**src/rtl/testpattern_gen_pkg.sv**
```systemverilog
// Shared definitions for the test pattern generator: pattern modes and the colour-bar table.
package testpattern_pkg;

   localparam int MODE_W = 3;

   typedef enum logic [MODE_W-1:0] {
      TPG_GRADIENT    = 3'd0,
      TPG_CHECKER     = 3'd1,
      TPG_COLOUR_BARS = 3'd2,
      TPG_FLAT_GREY   = 3'd3
   } tpg_mode_e;

   // {R,G,B} on/off per bar, bar 0 in the low bits: white,yellow,cyan,green,magenta,red,blue,black
   localparam logic [23:0] BAR_RGB = {3'b000, 3'b001, 3'b100, 3'b101,
                                      3'b010, 3'b011, 3'b110, 3'b111};

   function automatic logic [2:0] bar_rgb(input logic [2:0] idx);
      return BAR_RGB[3*int'(idx) +: 3];
   endfunction

endpackage

```
**src/rtl/testpattern_gen_if.sv**
```systemverilog
// Mode-change handshake between a pattern requester (master) and the generator (slave).
interface testpattern_gen_if;
   import testpattern_pkg::*;

   logic [MODE_W-1:0] mode_req;
   logic              mode_req_valid;
   logic              mode_ack;
   logic [MODE_W-1:0] mode_active;

   modport master (output mode_req, mode_req_valid, input mode_ack, mode_active);
   modport slave  (input mode_req, mode_req_valid, output mode_ack, mode_active);

endinterface

```
**src/rtl/testpattern_gen_mode_ctl.sv**
```systemverilog
// Frame-synchronous mode control: pending request, active mode, ack pulse, frame counter, scroll offset.
module testpattern_mode_ctl
   import testpattern_pkg::*;
#(
   parameter int COORD_W     = 16,
   parameter int SCROLL_STEP = 1
) (
   input  logic               clk,
   input  logic               rst_n,
   input  logic               frame_start_i,
   input  logic [MODE_W-1:0]  mode_req_i,
   input  logic               mode_req_valid_i,
   input  logic               scroll_en_i,
   output logic [MODE_W-1:0]  mode_active_o,
   output logic               mode_ack_o,
   output logic [7:0]         frame_cnt_o,
   output logic [COORD_W-1:0] scroll_off_o
);

   logic               pend_q, pend_d;
   logic [MODE_W-1:0]  pend_mode_q, pend_mode_d;
   logic [MODE_W-1:0]  mode_q, mode_d;
   logic               ack_q, ack_d;
   logic [7:0]         cnt_q, cnt_d;
   logic [COORD_W-1:0] scroll_q, scroll_d;
   logic               apply;

   always_comb begin
      apply       = frame_start_i & (mode_req_valid_i | pend_q);
      pend_d      = pend_q;
      pend_mode_d = pend_mode_q;
      mode_d      = mode_q;
      scroll_d    = scroll_q;
      ack_d       = apply;
      cnt_d       = frame_start_i ? cnt_q + 8'd1 : cnt_q;
      // A request arriving on the frame_start cycle itself beats the older pending one
      if (apply) begin
         mode_d   = mode_req_valid_i ? mode_req_i : pend_mode_q;
         pend_d   = 1'b0;
         scroll_d = '0;
      end else begin
         if (mode_req_valid_i) begin
            pend_d      = 1'b1;
            pend_mode_d = mode_req_i;
         end
         if (frame_start_i && scroll_en_i)
            scroll_d = scroll_q + COORD_W'(SCROLL_STEP);
      end
   end

   always_ff @(posedge clk or negedge rst_n) begin
      if (!rst_n) begin
         pend_q      <= 1'b0;
         pend_mode_q <= '0;
         mode_q      <= '0;
         ack_q       <= 1'b0;
         cnt_q       <= '0;
         scroll_q    <= '0;
      end else begin
         pend_q      <= pend_d;
         pend_mode_q <= pend_mode_d;
         mode_q      <= mode_d;
         ack_q       <= ack_d;
         cnt_q       <= cnt_d;
         scroll_q    <= scroll_d;
      end
   end

   assign mode_active_o = mode_q;
   assign mode_ack_o    = ack_q;
   assign frame_cnt_o   = cnt_q;
   assign scroll_off_o  = scroll_q;

endmodule

```
**src/rtl/testpattern_gen.sv**
```systemverilog
// Multi-mode video test pattern generator with a 2-stage pixel pipeline.
// Optional macro TPG_BORDER_EN: forces a full-scale one-pixel frame border in every mode.
module testpattern_gen
   import testpattern_pkg::*;
#(
   parameter int CHAN_W      = 4,
   parameter int COORD_W     = 16,
   parameter int H_ACTIVE    = 1024,
   parameter int V_ACTIVE    = 768,
   parameter int BAND_H      = 100,
   parameter int CHECK_LOG2  = 5,
   parameter int SCROLL_STEP = 1
) (
   input  logic               clk,
   input  logic               rst_n,
   input  logic [COORD_W-1:0] x,
   input  logic [COORD_W-1:0] y,
   input  logic               visible,
   input  logic               frame_start,
   input  logic               scroll_en,
   testpattern_gen_if.slave   mode_if,
   output logic [7:0]         frame_cnt,
   output logic [CHAN_W-1:0]  r,
   output logic [CHAN_W-1:0]  g,
   output logic [CHAN_W-1:0]  b,
   output logic               pix_valid
);

   localparam int BAR_W = H_ACTIVE / 8;
   // {R,G,B} per gradient band 0..6, band 0 in the low bits: R,G,B,RG,RB,GB,RGB
   localparam logic [20:0] GRAD_MASK = {3'b111, 3'b011, 3'b101, 3'b110,
                                        3'b001, 3'b010, 3'b100};

   // Index of the step-wide slot holding v, saturating at 7; constant compares only
   function automatic logic [2:0] step_idx(input logic [COORD_W-1:0] v, input int step);
      logic [2:0] idx;
      idx = 3'd0;
      for (int i = 1; i < 8; i++)
         if (32'(v) >= 32'(i * step)) idx = 3'(i);
      return idx;
   endfunction

   logic [MODE_W-1:0]  mode_active;
   logic               mode_ack;
   logic [COORD_W-1:0] scroll_off;

   testpattern_mode_ctl #(.COORD_W(COORD_W), .SCROLL_STEP(SCROLL_STEP)) u_mode_ctl (
      .clk              (clk),
      .rst_n            (rst_n),
      .frame_start_i    (frame_start),
      .mode_req_i       (mode_if.mode_req),
      .mode_req_valid_i (mode_if.mode_req_valid),
      .scroll_en_i      (scroll_en),
      .mode_active_o    (mode_active),
      .mode_ack_o       (mode_ack),
      .frame_cnt_o      (frame_cnt),
      .scroll_off_o     (scroll_off)
   );

   assign mode_if.mode_active = mode_active;
   assign mode_if.mode_ack    = mode_ack;

   // ---- Stage 1: scrolled x, band/bar index, per-mode selectors
   logic [COORD_W-1:0] xs_d;
   logic               vis_s1_q;
   logic [MODE_W-1:0]  mode_s1_q;
   logic [2:0]         band_s1_q, bar_s1_q;
   logic               bar_oob_s1_q, chk_s1_q;
   logic [CHAN_W-1:0]  ramp_s1_q, fine_s1_q;
   logic [1:0]         quad_s1_q;

   assign xs_d = x + scroll_off;

   always_ff @(posedge clk or negedge rst_n) begin
      if (!rst_n) vis_s1_q <= 1'b0;
      else        vis_s1_q <= visible;
   end

   always_ff @(posedge clk) begin
      mode_s1_q    <= mode_active;
      band_s1_q    <= step_idx(y, BAND_H);
      bar_s1_q     <= step_idx(xs_d, BAR_W);
      bar_oob_s1_q <= 32'(xs_d) >= 32'(H_ACTIVE);
      chk_s1_q     <= xs_d[CHECK_LOG2] ^ y[CHECK_LOG2];
      ramp_s1_q    <= xs_d[CHAN_W+1:2];
      fine_s1_q    <= xs_d[CHAN_W-1:0];
      quad_s1_q    <= xs_d[7:6];
   end

`ifdef TPG_BORDER_EN
   logic border_s1_q;
   always_ff @(posedge clk) begin
      border_s1_q <= (x == '0) || (32'(x) == 32'(H_ACTIVE - 1)) ||
                     (y == '0) || (32'(y) == 32'(V_ACTIVE - 1));
   end
`endif

   // ---- Stage 2: colour select, blanking
   logic [2:0]        mask;
   logic [CHAN_W-1:0] lvl;

   always_comb begin
      mask = 3'b000;
      lvl  = '0;
      case (mode_s1_q)
         TPG_GRADIENT: begin
            if (band_s1_q != 3'd7) begin
               lvl  = ramp_s1_q;
               mask = GRAD_MASK[3*int'(band_s1_q) +: 3];
            end else begin
               lvl = fine_s1_q;
               case (quad_s1_q)
                  2'd0:    mask = 3'b100;
                  2'd1:    mask = 3'b010;
                  2'd2:    mask = 3'b001;
                  default: mask = 3'b111;
               endcase
            end
         end
         TPG_CHECKER: begin
            lvl  = '1;
            mask = chk_s1_q ? 3'b111 : 3'b000;
         end
         TPG_COLOUR_BARS: begin
            lvl  = '1;
            mask = bar_oob_s1_q ? 3'b000 : bar_rgb(bar_s1_q);
         end
         TPG_FLAT_GREY: begin
            lvl  = {1'b1, {(CHAN_W-1){1'b0}}};
            mask = 3'b111;
         end
         default: mask = 3'b000;
      endcase
`ifdef TPG_BORDER_EN
      if (border_s1_q) begin
         lvl  = '1;
         mask = 3'b111;
      end
`endif
      if (!vis_s1_q) mask = 3'b000;
   end

   always_ff @(posedge clk or negedge rst_n) begin
      if (!rst_n) begin
         r         <= '0;
         g         <= '0;
         b         <= '0;
         pix_valid <= 1'b0;
      end else begin
         r         <= mask[2] ? lvl : '0;
         g         <= mask[1] ? lvl : '0;
         b         <= mask[0] ? lvl : '0;
         pix_valid <= vis_s1_q;
      end
   end

endmodule

```
**src/flat_wrapper.sv**
```systemverilog
// flat-port wrapper written by rule: the top's interface ports become plain ports
module testpattern_gen_flat import testpattern_pkg::*;
#(
   parameter int CHAN_W      = 4,
   parameter int COORD_W     = 16,
   parameter int H_ACTIVE    = 1024,
   parameter int V_ACTIVE    = 768,
   parameter int BAND_H      = 100,
   parameter int CHECK_LOG2  = 5,
   parameter int SCROLL_STEP = 1
)
  (clk, rst_n, x, y, visible, frame_start, scroll_en, frame_cnt, r, g, b, pix_valid, mode_if_mode_req, mode_if_mode_req_valid, mode_if_mode_ack, mode_if_mode_active);
  testpattern_gen_if mode_if_i ();
  input  logic clk;
  input  logic rst_n;
  input  logic [COORD_W-1:0] x;
  input  logic [COORD_W-1:0] y;
  input  logic visible;
  input  logic frame_start;
  input  logic scroll_en;
  output logic [7:0] frame_cnt;
  output logic [CHAN_W-1:0] r;
  output logic [CHAN_W-1:0] g;
  output logic [CHAN_W-1:0] b;
  output logic pix_valid;
  input wire logic [$bits(mode_if_i.mode_req)-1:0] mode_if_mode_req;
  input wire logic [$bits(mode_if_i.mode_req_valid)-1:0] mode_if_mode_req_valid;
  output wire logic [$bits(mode_if_i.mode_ack)-1:0] mode_if_mode_ack;
  output wire logic [$bits(mode_if_i.mode_active)-1:0] mode_if_mode_active;
  assign mode_if_i.mode_req = mode_if_mode_req;
  assign mode_if_i.mode_req_valid = mode_if_mode_req_valid;
  assign mode_if_mode_ack = mode_if_i.mode_ack;
  assign mode_if_mode_active = mode_if_i.mode_active;
  testpattern_gen #(.CHAN_W(CHAN_W), .COORD_W(COORD_W), .H_ACTIVE(H_ACTIVE), .V_ACTIVE(V_ACTIVE), .BAND_H(BAND_H), .CHECK_LOG2(CHECK_LOG2), .SCROLL_STEP(SCROLL_STEP)) u_core (.clk(clk), .rst_n(rst_n), .x(x), .y(y), .visible(visible), .frame_start(frame_start), .scroll_en(scroll_en), .mode_if(mode_if_i), .frame_cnt(frame_cnt), .r(r), .g(g), .b(b), .pix_valid(pix_valid));
endmodule
```
**config.mk**
```make
export PLATFORM = sky130hd
export DESIGN_NAME = testpattern_gen_flat
export DESIGN_NICKNAME = d
export VERILOG_FILES = /design/src/rtl/testpattern_gen_pkg.sv /design/src/rtl/testpattern_gen_if.sv /design/src/rtl/testpattern_gen_mode_ctl.sv /design/src/rtl/testpattern_gen.sv /design/src/flat_wrapper.sv
export SDC_FILE = /design/constraint.sdc
export NUM_CORES = 1
export LEC_CHECK = 0
export ABC_AREA = 1
export CAP_MARGIN = 20
export CORE_AREA = 2 2 94 96
export DETAILED_ROUTE_END_ITERATION = 10
export DIE_AREA = 0 0 96 98
export PLACE_DENSITY = 0.76
export RECOVER_POWER = 100
export SLEW_MARGIN = 40
export SYNTH_ARGS = -nofsm -noshare
export SYNTH_HDL_FRONTEND = slang
export SYNTH_SLANG_ARGS = --single-unit
```
**constraint.sdc**
```tcl
create_clock -name clk -period 1.8 [get_ports clk]
set_input_delay 0.36 -clock clk [delete_from_list [all_inputs] [get_ports clk]]
set_output_delay 0.36 -clock clk [all_outputs]
set_load 0.03 [all_outputs]
```
## Word level (Yosys, flattened, before mapping)

Index checks and enable logic that the tools add are counted.

| word-level totals | value |
|---|---|
| flip-flop bits (word level) | 67 |
| latch bits | 0 |
| bits in writable memories | 0 |
| bits in read-only memories | 0 |
| input bits | 41 |
| logic and storage cells | 92 |
| memories | 0 |

| cells by class | value |
|---|---|
| $add $sub $neg | 3 |
| multipliers | 2 |
| div/mod/pow operators | 0 |
| $lt $le $gt $ge | 15 |
| equal/unequal tests | 6 |
| shift-type cells | 2 |
| mux-type cells | 28 |
| bitwise logic cells | 3 |
| reductions and logical operators | 10 |

Operators with widths:

| operator | number |
|---|---|
| $ge A16 B10 Y1 const B | 6 |
| $ge A16 B9 Y1 const B | 5 |
| $ge A16 B8 Y1 const B | 2 |
| $mux W16 | 2 |
| $shiftx A21 B32 Y3 const A | 1 |
| $shiftx A24 B32 Y3 const A | 1 |
| $add A16 B1 Y16 const B | 1 |
| $add A16 B16 Y16 | 1 |
| $ge A16 B11 Y1 const B | 1 |
| $ge A16 B7 Y1 const B | 1 |
| $mux W2 | 8 |
| $mux W4 | 4 |
| $mux W3 | 5 |
| $pmux W3 S4 | 1 |
| $pmux W4 S3 | 1 |
| $mul A2 B3 Y5 const A | 2 |
| $pmux W3 S3 | 1 |
| $add A8 B1 Y8 const B | 1 |
| $reduce_or A4 Y1 | 2 |
| $eq A3 B2 Y1 const B | 2 |
| $mux W1 | 6 |
| $reduce_or A2 Y1 | 3 |
| $reduce_bool A2 Y1 | 2 |
| $eq A3 B1 Y1 const B | 1 |
| 9 further kinds | 9 |

## Logic depth before layout (Yosys ltp)

Gate-level depths: netlist (run 1).

| logic depth | value |
|---|---|
| word-level depth | 8 |
| gate-level depth with buffers | 12 |

## Cells and area by module

A second synthesis (run 1) with hierarchy kept.

| second synthesis, totals | value |
|---|---|
| cell total of the unflattened synthesis | 535 |
| area total of the unflattened synthesis | 3921.3 sq um |

Modules (own cells, without submodules):

| module | times used | cells an instance | area an instance (sq um) | seq. area each (sq um) |
|---|---|---|---|---|
| testpattern_gen | 1 | 321 | 2294.7 | 730.7 |
| testpattern_mode_ctl | 1 | 214 | 1626.6 | 800.8 |

## Worst setup path before layout (run 1)

No wires, ideal clock.

| timing | value |
|---|---|
| kind | reg2reg |
| start | reg u_core.u_mode_ctl.scroll_q[0] (netlist: u_core.u_mode_ctl.scroll_off_o[0]) |
| end | reg u_core.bar_s1_q[0] |
| arrival | 1.731 ns |
| slack | -0.056 ns |
| stages on the path, launching flop included | 11 |
| clock period less this slack | 1.856 ns |
| cells stage by stage | dfrtp_1 ha_1 fa_1 nand3_1 nand3_1 nand3_1 nand3_1 nand2_1 nand3_2 nor2_4 nand3_1 |

| on the way | value |
|---|---|
| word-level cells in the longest chain between the ends | 8 |
| elaborated cells between the ends (all ways) | 14 |
| those cells by class | 1 x add/sub; 7 x order compare; 6 x mux |

Ends and longest elaborated chain:

| what | line | source |
|---|---|---|
| from (decl) | testpattern_gen_mode_ctl.sv:25 | `logic [COORD_W-1:0] scroll_q, scroll_d;` |
| from (signal assigned) | testpattern_gen_mode_ctl.sv:65 | `scroll_q <= scroll_d;` |
| $add A16 B16 Y16 (*) | testpattern_gen.sv:72 | `assign xs_d = x + scroll_off;` |
| $ge A16 B8 Y1 | testpattern_gen.sv:39 | `if (32'(v) >= 32'(i * step)) idx = 3'(i);` |
| $mux W1 | testpattern_gen.sv:39 |  |
| $mux W2 (4 in series) | testpattern_gen.sv:39 |  |
| $mux W1 | testpattern_gen.sv:39 |  |
| to (signal assigned) | testpattern_gen.sv:82 | `bar_s1_q <= step_idx(xs_d, BAR_W);` |
| to (decl) | testpattern_gen.sv:67 | `logic [2:0] band_s1_q, bar_s1_q;` |

Mark *: on every way between the ends. The rest lies on a longest branch, timed or not.
A chain may end at the register's enable or synchronous reset.

## Worst setup path after layout (run 1)

| timing | value |
|---|---|
| start | in x[11] |
| end | reg u_core.bar_s1_q[0] |

| on the way | value |
|---|---|
| word-level cells in the longest chain between the ends | 8 |
| elaborated cells between the ends (all ways) | 14 |
| those cells by class | 1 x add/sub; 7 x order compare; 6 x mux |

Ends and longest elaborated chain:

| what | line | source |
|---|---|---|
| from (decl) | flat_wrapper.sv:16 | `input logic [COORD_W-1:0] x;` |
| $add A16 B16 Y16 (*) | testpattern_gen.sv:72 |  |
| $ge A16 B8 Y1 | testpattern_gen.sv:39 |  |
| $mux W1 | testpattern_gen.sv:39 |  |
| $mux W2 (4 in series) | testpattern_gen.sv:39 |  |
| $mux W1 | testpattern_gen.sv:39 |  |

Marked as above.

==> qor.csv, run 1 <==
metric;value;unit
status;finished with violations;
violations;negative setup slack;
place_congestion;0.864;
p_leak;2.97;nW
yosys.area.top_type_share;28.5;%
via_count;3978;
endpoint;u_core.bar_s1_q[0];
stdcell_area;5730;sq um
fillers;699;
grt-ovfl-total;0;
power_density;745;nW/um^2
ys_seq_elements;65;
portBuffers;63;
whs;0.414;ns
r2r-start;u_core.u_mode_ctl.scroll_off_o[5];
slew_headroom;26.2;%
critical_path.max_fanout;4;
io_pins;66;
synth_common_cells;nand2_1, inv_1, dfrtp_1, nor2_1, nand3_1;
slowest_delay;0.44;ns
grt_pass1_wl;16500;um
worst_r2r_endpoint;u_core.bar_s1_q[0];
fin_tns_setup;-0.125;ns
synth.area.top_cells;dfrtp_1, nand2_1, dfxtp_1;
critical_path.startpoint;x[11];
fin_crit_sh;102;%
seq_area_frac_synth;37.9;%
via_per_inst;5.07;
synth.most_common_cell;nand2_1;
numCtsBuffers;9;
clk_path_buf_depth;2;
ant_nets;0;
syn-num-nets;613;
drive_gt1_share;23.0;%
htree_levels;3;
worst_ep_arrival_time;2.05;ns
dr.pass1.iters;4;
start_kind;input port;
path_cells;clkdlybuf4s50_1 -> ha_4 -> nand2_2 -> nor2_2 -> and2_4 -> nand2_2 -> nand3_1 -> nand3_2 -> nor2_4 -> nand3_2;
dpl_cell_area;5120;sq um
track_usage;21.8;%
antenna_found_initial;0;
whs_path_depth;0;
synth_edf_count;0;
crit_required;2.01;ns
reg2reg_slack;-0.03;ns
skew;0.00635;ns
worstSkewPairLatency;0.33;ns
grt_start_max_net_pins;24;
path_delay_family;simple AND/OR/NAND/NOR gates;
hold_viol;0;
initial_utilization;47.8;%
cp_num_buf_inv;1;
fp.dieH;98;um
cts_tree;built;
drt_iter0_drc;158;
syn2layout_area_growth;41.6;%
cp.depth;10;
drc_errors;0;
dpl_worst_slack;-0.487;ns
tightest_slew;1.11;ns
die_area;9410;sq um
rsz0062_at_grt;true;
nets;737;
num_rows;34;
synth_cells;548;
critical_path_class;input port to register;
wl_per_cell;13.2;um
peakVddDrop;0.609;mV
final_max_slew_viol_count;0;
dp_cells;759;
end_kind;register;
fin_ws;-0.0361;ns
wl;10400;um
yosys.area.top_type;dfrtp_1;
n_antenna_cell;0;
clkTransAtPathRegs;0.07;ns
yosysWarnings;0;
ys_types;36;
multi_input_area;2460;sq um
reg2reg_depth;10;
setup_violations;4;
synthArstFlopShare;70.8;%
netlist_area;4050;sq um
avgSynthCellArea;7.38;sq um
core_area;8470;sq um
first_global_vias;3810;
max-cap-violations;0;
ys.flop_type;dfrtp_1;
final_cell_count_no_fill;785;
regArea;1530;sq um
hold_path.class;register to register;
critPathSlowestCell;clkdlybuf4s50_1;
clock.fmax;0.545;GHz
place_hpwl;7450;um
numClockSinks;65;
die_width;96;um
fin_crit;1.84;ns
root_buffer;clkbuf_8;
## cell families (layout without fill, tap and decap cells)
family	Yosys count	count (layout)	share of synthesized area (%)
adder cells (fa/ha/maj)	24	24	7.61
buffers and inverters	99	228	9.34
XOR/XNOR	20	20	4.33
AO/OA/AOI/OAI	58	58	8.13
AND/OR/NAND/NOR	282	282	32.7
flip-flops	65	65	37.9
## report_power, final
group / leakage, nW / switching, mW / internal (mW) / total (mW)
registers: 0.767 / 0.146 / 1.65 / 1.80
logic: 2.11 / 0.746 / 0.553 / 1.30
clock network: 0.0933 / 0.534 / 0.638 / 1.17
total: 2.97 / 1.43 / 2.84 / 4.27
## final cells by class
cell class                 count  area share [%]
tap                          108            2.36
inverter                      94            6.16
sequential                    65            26.8
clock buffer                  11            2.29
multi-input combinational    384            43.0
timing repair buffer         118            18.4
clock inverter                 5           0.983
## layout by cell type (no fill, tap or decap), types with 2 or more instances in the layout
cell type,netlist,routed
nor3_2,5,4
nand3_2,8,18
xnor2_1,4,4
nor3_1,8,8
nand2_1,145,129
nand4_1,16,16
nor2_1,40,36
a31oi_1,2,2
a21oi_1,16,12
o21ai_0,25,26
buf_2,5,2
nand2_2,7,20
nor2_4,3,3
buf_4,0,48
xor2_1,16,16
dlygate4sd2_1,0,4
dfxtp_1,19,19
dlygate4sd3_1,0,4
nand2_4,1,4
clkdlybuf4s50_1,0,39
or2_2,2,2
a21oi_2,1,4
nand3_1,38,27
clkbuf_8,0,9
o21ai_1,3,2
o31ai_1,4,4
ha_4,0,13
o211ai_1,3,3
ha_1,23,8
dlymetal6s2s_1,0,16
dfrtp_1,46,45
o311ai_0,2,2
nor2_2,3,7
inv_1,90,88
clkinv_2,0,2
ha_2,0,2
inv_2,4,6
clkbuf_1,0,6
nor3_4,1,2
## layer usage
| layer | share of wire [%] | routed length [um] | GRT usage [%] | vias up |
|---|---|---|---|---|
| met4 | 2.7 | 276 | 6.48 | 0 |
| li1 | - | - | - | 2002 |
| met3 | 3.8 | 398 | 4.09 | 24 |
| met1 | 42 | 4340 | 27.2 | 1844 |
| met5 | 0 | 0 | 0 | - |
| met2 | 52 | 5360 | 37.7 | 108 |
## flip-flops by register name (all words and copies together) (netlist names)
register / flops
u_core.u_mode_ctl.scroll_off_o: 16
u_core.u_mode_ctl.frame_cnt_o: 8
u_core.b: 4
u_core.g: 4
u_core.r: 4
u_core.ramp_s1_q: 4
u_core.band_s1_q: 3
u_core.bar_s1_q: 3
u_core.mode_s1_q: 3
u_core.u_mode_ctl.mode_active_o: 3
u_core.u_mode_ctl.pend_mode_q: 3
u_core.fine_s1_q: 2
u_core.quad_s1_q: 2
u_core.bar_oob_s1_q: 1
u_core.chk_s1_q: 1
u_core.pix_valid: 1
u_core.u_mode_ctl.mode_ack_o: 1
u_core.u_mode_ctl.pend_q: 1
u_core.vis_s1_q: 1
## worst min-delay path by stage
| stage | start | end | slack [ns] |
|---|---|---|---|
| after floorplan | rst_n | u_core.b[0] | 0.06 |
| after global placement | rst_n | u_core.u_mode_ctl.scroll_off_o[8] | 0.35 |
| after detailed placement | rst_n | u_core.u_mode_ctl.scroll_off_o[8] | 0.35 |
| after CTS | x[0] | u_core.fine_s1_q[0] | 0.41 |
| after global routing | u_core.u_mode_ctl.mode_active_o[0] | u_core.mode_s1_q[0] | 0.42 |
| final | u_core.u_mode_ctl.mode_active_o[0] | u_core.mode_s1_q[0] | 0.41 |
## stage by stage
stage	total power [mW]	util [%]
global placement	3.02	60.5
global route	4.52	67.7
detailed placement	3.05	60.5
floorplan	2.51	-
finish	4.27	67.7
CTS	4.26	65.0
## what timing repair did
item	4_1_cts	5_1_grt
endpoints found under the hold margin	18	0
setup endpoints to repair	7	16
pin swaps	8	18
hold buffers	1	0
buffers inserted	4	5
gates cloned	0	0
gates resized for setup	26	57
No activity file was read; power rests on OpenSTA's default activity.
==> run 2, diff against run 1 <==
--- a/config.mk
+++ b/config.mk
@@ -6,11 +6,11 @@
 export NUM_CORES = 1
 export LEC_CHECK = 0
 export ABC_AREA = 1
-export CAP_MARGIN = 20
-export CORE_AREA = 2 2 94 96
+export CORE_AREA = 2 2 93 95
+export CTS_BUF_LIST = sky130_fd_sc_hd__clkbuf_2 sky130_fd_sc_hd__clkbuf_4 sky130_fd_sc_hd__clkbuf_8
 export DETAILED_ROUTE_END_ITERATION = 10
-export DIE_AREA = 0 0 96 98
-export PLACE_DENSITY = 0.76
+export DIE_AREA = 0 0 95 97
+export PLACE_DENSITY = 0.78
 export RECOVER_POWER = 100
 export SLEW_MARGIN = 40
 export SYNTH_ARGS = -nofsm -noshare
==> run 2 against run 1 <==
The run still ends with negative setup slack left. Sequential share of layout area rose by 0.83 points. Clock-buffer cell count unchanged. Combinational power is essentially flat. Die area fell by 2.1%. Critical path type unchanged. Critical endpoint unchanged.
==> qor.csv, run 2 (synthesis results as in run 1) <==
metric;value;unit
wl_per_cell;12.8;um
largest_reg_flops;16;
fp.dieH;97;um
num_rows;33;
n_antenna_cell;0;
fin_tns_setup;-0.235;ns
skew;0.00780;ns
antenna_found_initial;0;
dr.pass1.iters;5;
end_kind;register;
p_leak;2.85;nW
wl_met1;4090;um
grt-ovfl-total;0;
syn2layout_area_growth;37.4;%
final_common_cell;nand2_1;
critical_path_class;input port to register;
peakVddDrop;0.405;mV
wl;9880;um
place_hpwl;7470;um
whs_endpoint;u_core.mode_s1_q[0];
worstSkewPairLatency;0.34;ns
grt_start_max_net_pins;47;
core_area;8130;sq um
io_pins;66;
status;finished with violations;
hold_path.class;register to register;
critical_path.max_fanout;5;
die_width;95;um
via_count;3902;
dpl_worst_slack;-0.518;ns
grt_pass1_wl;16500;um
place_congestion;0.911;
final_cell_mix;nand2_1, inv_1, clkdlybuf4s50_1;
drc_errors;0;
numClockSinks;65;
portBuffers;63;
die_area;9220;sq um
drt_iter0_drc;223;
start_kind;input port;
clkTransAtPathRegs;0.06;ns
dp_cells;755;
fin_crit;1.87;ns
ant_nets;0;
slew_headroom;69.1;%
crit_required;2.02;ns
critical_path.startpoint;x[3];
fillers;646;
cts_tree;built;
whs_path_depth;0;
worst_r2r_endpoint;u_core.bar_s1_q[0];
max-cap-violations;0;
rsz0062_at_grt;true;
route.met2.wl;5120;um
first_global_vias;3795;
initial_utilization;49.7;%
clock.fmax;0.536;GHz
reg2reg_slack;-0.06;ns
routed.top_layer;met4;
htree_levels;3;
power_density;770;nW/um^2
worst_ep_arrival_time;2.09;ns
hp-start;u_core.u_mode_ctl.mode_active_o[0];
fin_ws;-0.0667;ns
setup_violations;4;
tightest_slew;0.458;ns
final_max_slew_viol_count;0;
numCtsBuffers;9;
reg2reg_depth;10;
r2r-start;u_core.u_mode_ctl.scroll_off_o[0];
root_buffer;clkbuf_8;
clk_path_buf_depth;2;
violations;negative setup slack;
drive_gt1_share;19.3;%
track_usage;22.4;%
nets;729;
fin_crit_sh;104;%
final_cell_count_no_fill;774;
routed-wl-met3;432;um
via_per_inst;5.04;
hold_viol;0;
run 2: cell count changes in the layout (fill, tap and decap cells not counted), moves of 5 or more:
cell             previous run  this run
nand2_1                   129       142
nand2_2                    20        10
dlymetal6s2s_1             16         7
clkdlybuf4s50_1            39        46
clkbuf_1                    6         0
nand3_1                    27        32
run 2: per-layer routing:
layer | vias up | global-route usage [%]
li1 | 1984 | -
met1 | 1778 | 26.1
met2 | 112 | 40.3
met3 | 28 | 4.67
met4 | 0 | 6.69
met5 | - | 0
run 2: cell type report:
type	count	area, sq um	area share, %
multi-input cells	384	2340	42.2
flip-flops and latches	65	1530	27.6
repair buffers	110	1000	18.0
inverters	94	353	6.35
clock buffers	11	139	2.50
well taps	105	131	2.36
clock inverters	5	56.3	1.01
run 2: critical path: stages:
cell and delay (ns):
clkdlybuf4s50_1 0.54, ha_4 0.25, nand2_1 0.12, nand2_1 0.09
nand2_1 0.10, nand3_2 0.09, nand2_1 0.09, nand2_1 0.06
nand2_1 0.09, nand2_2 0.07, nor2_4 0.13, nand3_1 0.09
run 2: metrics by stage:
step           cell area, sq um  power (mW)  util, %  hold WS, ns
2_1_floorplan              4050        2.51        -       0.0644
3_3_place_gp               5120        3.03     63.0        0.351
3_5_place_dp               5120        3.07     63.0        0.360
4_1_cts                    5450        4.26     67.1      0.00270
5_1_grt                    5560        4.53     68.3        0.423
6_report                   5560        4.28     68.3        0.415
run 2: power breakdown:
group          leakage, nW  internal, mW  switching [mW]  total (mW)
combinational         1.98         0.542           0.740        1.28
sequential           0.767          1.65           0.151        1.80
clock                0.100         0.667           0.526        1.19
total                 2.85          2.86            1.42        4.28
run 2: repair_timing:
action,CTS,global route
resized for setup,29,17
buffers inserted,1,1
setup endpoints to repair,9,13
pin swaps,7,7
endpoints found under the hold margin,0,19
hold buffers,0,1
run 2: how the worst max path moves through the flow:
| stage | cells after the start | slack [ns] | endpoint |
|---|---|---|---|
| floorplan | 10 | 0.008 | u_core.bar_s1_q[0] |
| global placement | 11 | -0.46 | u_core.bar_s1_q[0] |
| detailed placement | 11 | -0.52 | u_core.bar_s1_q[2] |
| CTS | 10 | -0.04 | u_core.bar_s1_q[0] |
| global route | 10 | -0.13 | u_core.bar_s1_q[0] |
| finish | 12 | -0.07 | u_core.bar_s1_q[0] |
==> run 3, diff against run 2 <==
--- a/config.mk
+++ b/config.mk
@@ -12,6 +12,7 @@
 export DIE_AREA = 0 0 95 97
 export PLACE_DENSITY = 0.78
 export RECOVER_POWER = 100
+export SKIP_LAST_GASP = 1
 export SLEW_MARGIN = 40
 export SYNTH_ARGS = -nofsm -noshare
 export SYNTH_HDL_FRONTEND = slang
==> run 3 against run 2 <==
The flow still finishes with violations (negative setup slack). Total power is essentially flat. Maximum frequency is essentially flat. Setup slack gained 0.0010 ns. Hold slack is essentially flat. Clock skew is essentially flat. Routed wire length shrank 0.19%. Via count grew 0.33%. Clock power is essentially flat.
==> qor.csv, run 3 (synthesis results as in run 1) <==
metric;value;unit
regArea;1530;sq um
grtUsageMet2;40.3;%
fin_crit;1.87;ns
largest_reg_flops;16;
peakVddDrop;0.405;mV
dp_cells;755;
violations;negative setup slack;
n_antenna_cell;0;
io_pins;66;
grt_start_max_net_pins;47;
die_width;95;um
place_hpwl;7470;um
r2r-start;u_core.u_mode_ctl.scroll_off_o[0];
place_congestion;0.911;
via_per_inst;5.06;
dpl_worst_slack;-0.518;ns
numClockSinks;65;
drt_iter0_drc;224;
grt.busiest_layer;met2;
end_kind;register;
dr.pass1.iters;5;
grtUsageMet3;4.67;%
grt_pass1_wl;16500;um
fp.dieH;97;um
initial_utilization;49.7;%
fin_crit_sh;104;%
die_area;9220;sq um
hold_viol;0;
clkTransAtPathRegs;0.07;ns
clock.fmax;0.536;GHz
start_kind;register;
worst_ep_arrival_time;2.08;ns
p_leak;2.85;nW
wl_per_cell;12.7;um
num_rows;33;
critical_path.startpoint;u_core.u_mode_ctl.scroll_off_o[0];
antenna_found_initial;0;
skew;0.00810;ns
clk_path_buf_depth;2;
drc_errors;0;
setup_violations;4;
drive_gt1_share;19.3;%
max-cap-violations;0;
portBuffers;63;
core_area;8130;sq um
status;finished with violations;
final_common_cell;nand2_1;
root_buffer;clkbuf_8;
wl;9860;um
fillers;646;
ant_nets;0;
grt-ovfl-total;0;
final_max_slew_viol_count;0;
nets;729;
cts_tree;built;
power_density;769;nW/um^2
final_cell_count_no_fill;774;
numCtsBuffers;9;
critical_path.max_fanout;4;
use_met1;26.1;%
multi_input_area;2340;sq um
hp-start;u_core.u_mode_ctl.mode_active_o[0];
fin_ws;-0.0657;ns
stdcell_area;5560;sq um
tightest_slew;0.457;ns
final_cell_mix;nand2_1, inv_1, clkdlybuf4s50_1;
dpl_cell_area;5120;sq um
track_usage;22.4;%
first_global_vias;3795;
crit_required;2.02;ns
whs;0.415;ns
via_count;3915;
htree_levels;3;
critical_path_class;register to register;
syn2layout_area_growth;37.4;%
hold_path.class;register to register;
slew_headroom;69.2;%
final_util;68.3;%
rsz0062_at_grt;true;
worstSkewPairLatency;0.34;ns
==> run 3: changes by cell type in the layout (fill, tap and decap cells not counted), sizes merged <==
cell	change
buf	-2
clkbuf	+2
==> run 3: critical path, cell delays in order (launching register included) <==
cell,delay (ns)
dfrtp_1,0.42
ha_4,0.18
fa_2,0.40
nand3_2,0.12
nand3_2,0.11
nand3_2,0.10
nand3_2,0.07
nand2_2,0.07
nand3_2,0.08
nor2_4,0.12
nand3_1,0.07
==> run 3: layout make-up <==
class / count / share of cell area, %
Clock buffer: 11 / 2.50
Clock inverter: 5 / 1.01
Inverter: 94 / 6.35
Multi-Input combinational cell: 384 / 42.2
Sequential cell: 65 / 27.6
Tap cell: 105 / 2.36
Timing Repair Buffer: 110 / 18.0
==> run 3: worst paths after layout <==
path	cells after the start	slack, ns	endpoint
setup / recovery	10	-0.07	u_core.bar_s1_q[0]
hold / removal	0	0.41	u_core.mode_s1_q[0]
setup reg to reg	10	-0.07	u_core.bar_s1_q[0]
hold reg to reg	0	0.41	u_core.mode_s1_q[0]
max in group asynchronous	3	1.04	u_core.u_mode_ctl.scroll_off_o[1]
min in group asynchronous	3	0.53	u_core.vis_s1_q
==> run 3: per-layer routing <==
layer	up-vias	wire, um
met5	-	0
met4	0	238
met3	29	448
met2	124	5120
met1	1778	4050
li1	1984	-
==> run 3: what timing repair did <==
item / 4_1_cts / 5_1_grt
hold endpoints to repair: 0 / 19
setup buffers: 1 / 1
pin swaps: 7 / 7
resized for setup: 29 / 17
hold buffers: 0 / 1
setup endpoints to repair: 9 / 13
==> run 3: stage by stage <==
stage               setup TNS, ns  total power [mW]
global placement            -2.88              3.03
floorplan                       0              2.51
finish                     -0.231              4.28
detailed placement          -3.31              3.07
CTS                        -0.133              4.26
global route               -0.509              4.53
==> run 3: power breakdown <==
group / switching (mW) / internal [mW]
sequential: 0.150 / 1.65
combinational: 0.739 / 0.542
clock: 0.527 / 0.667
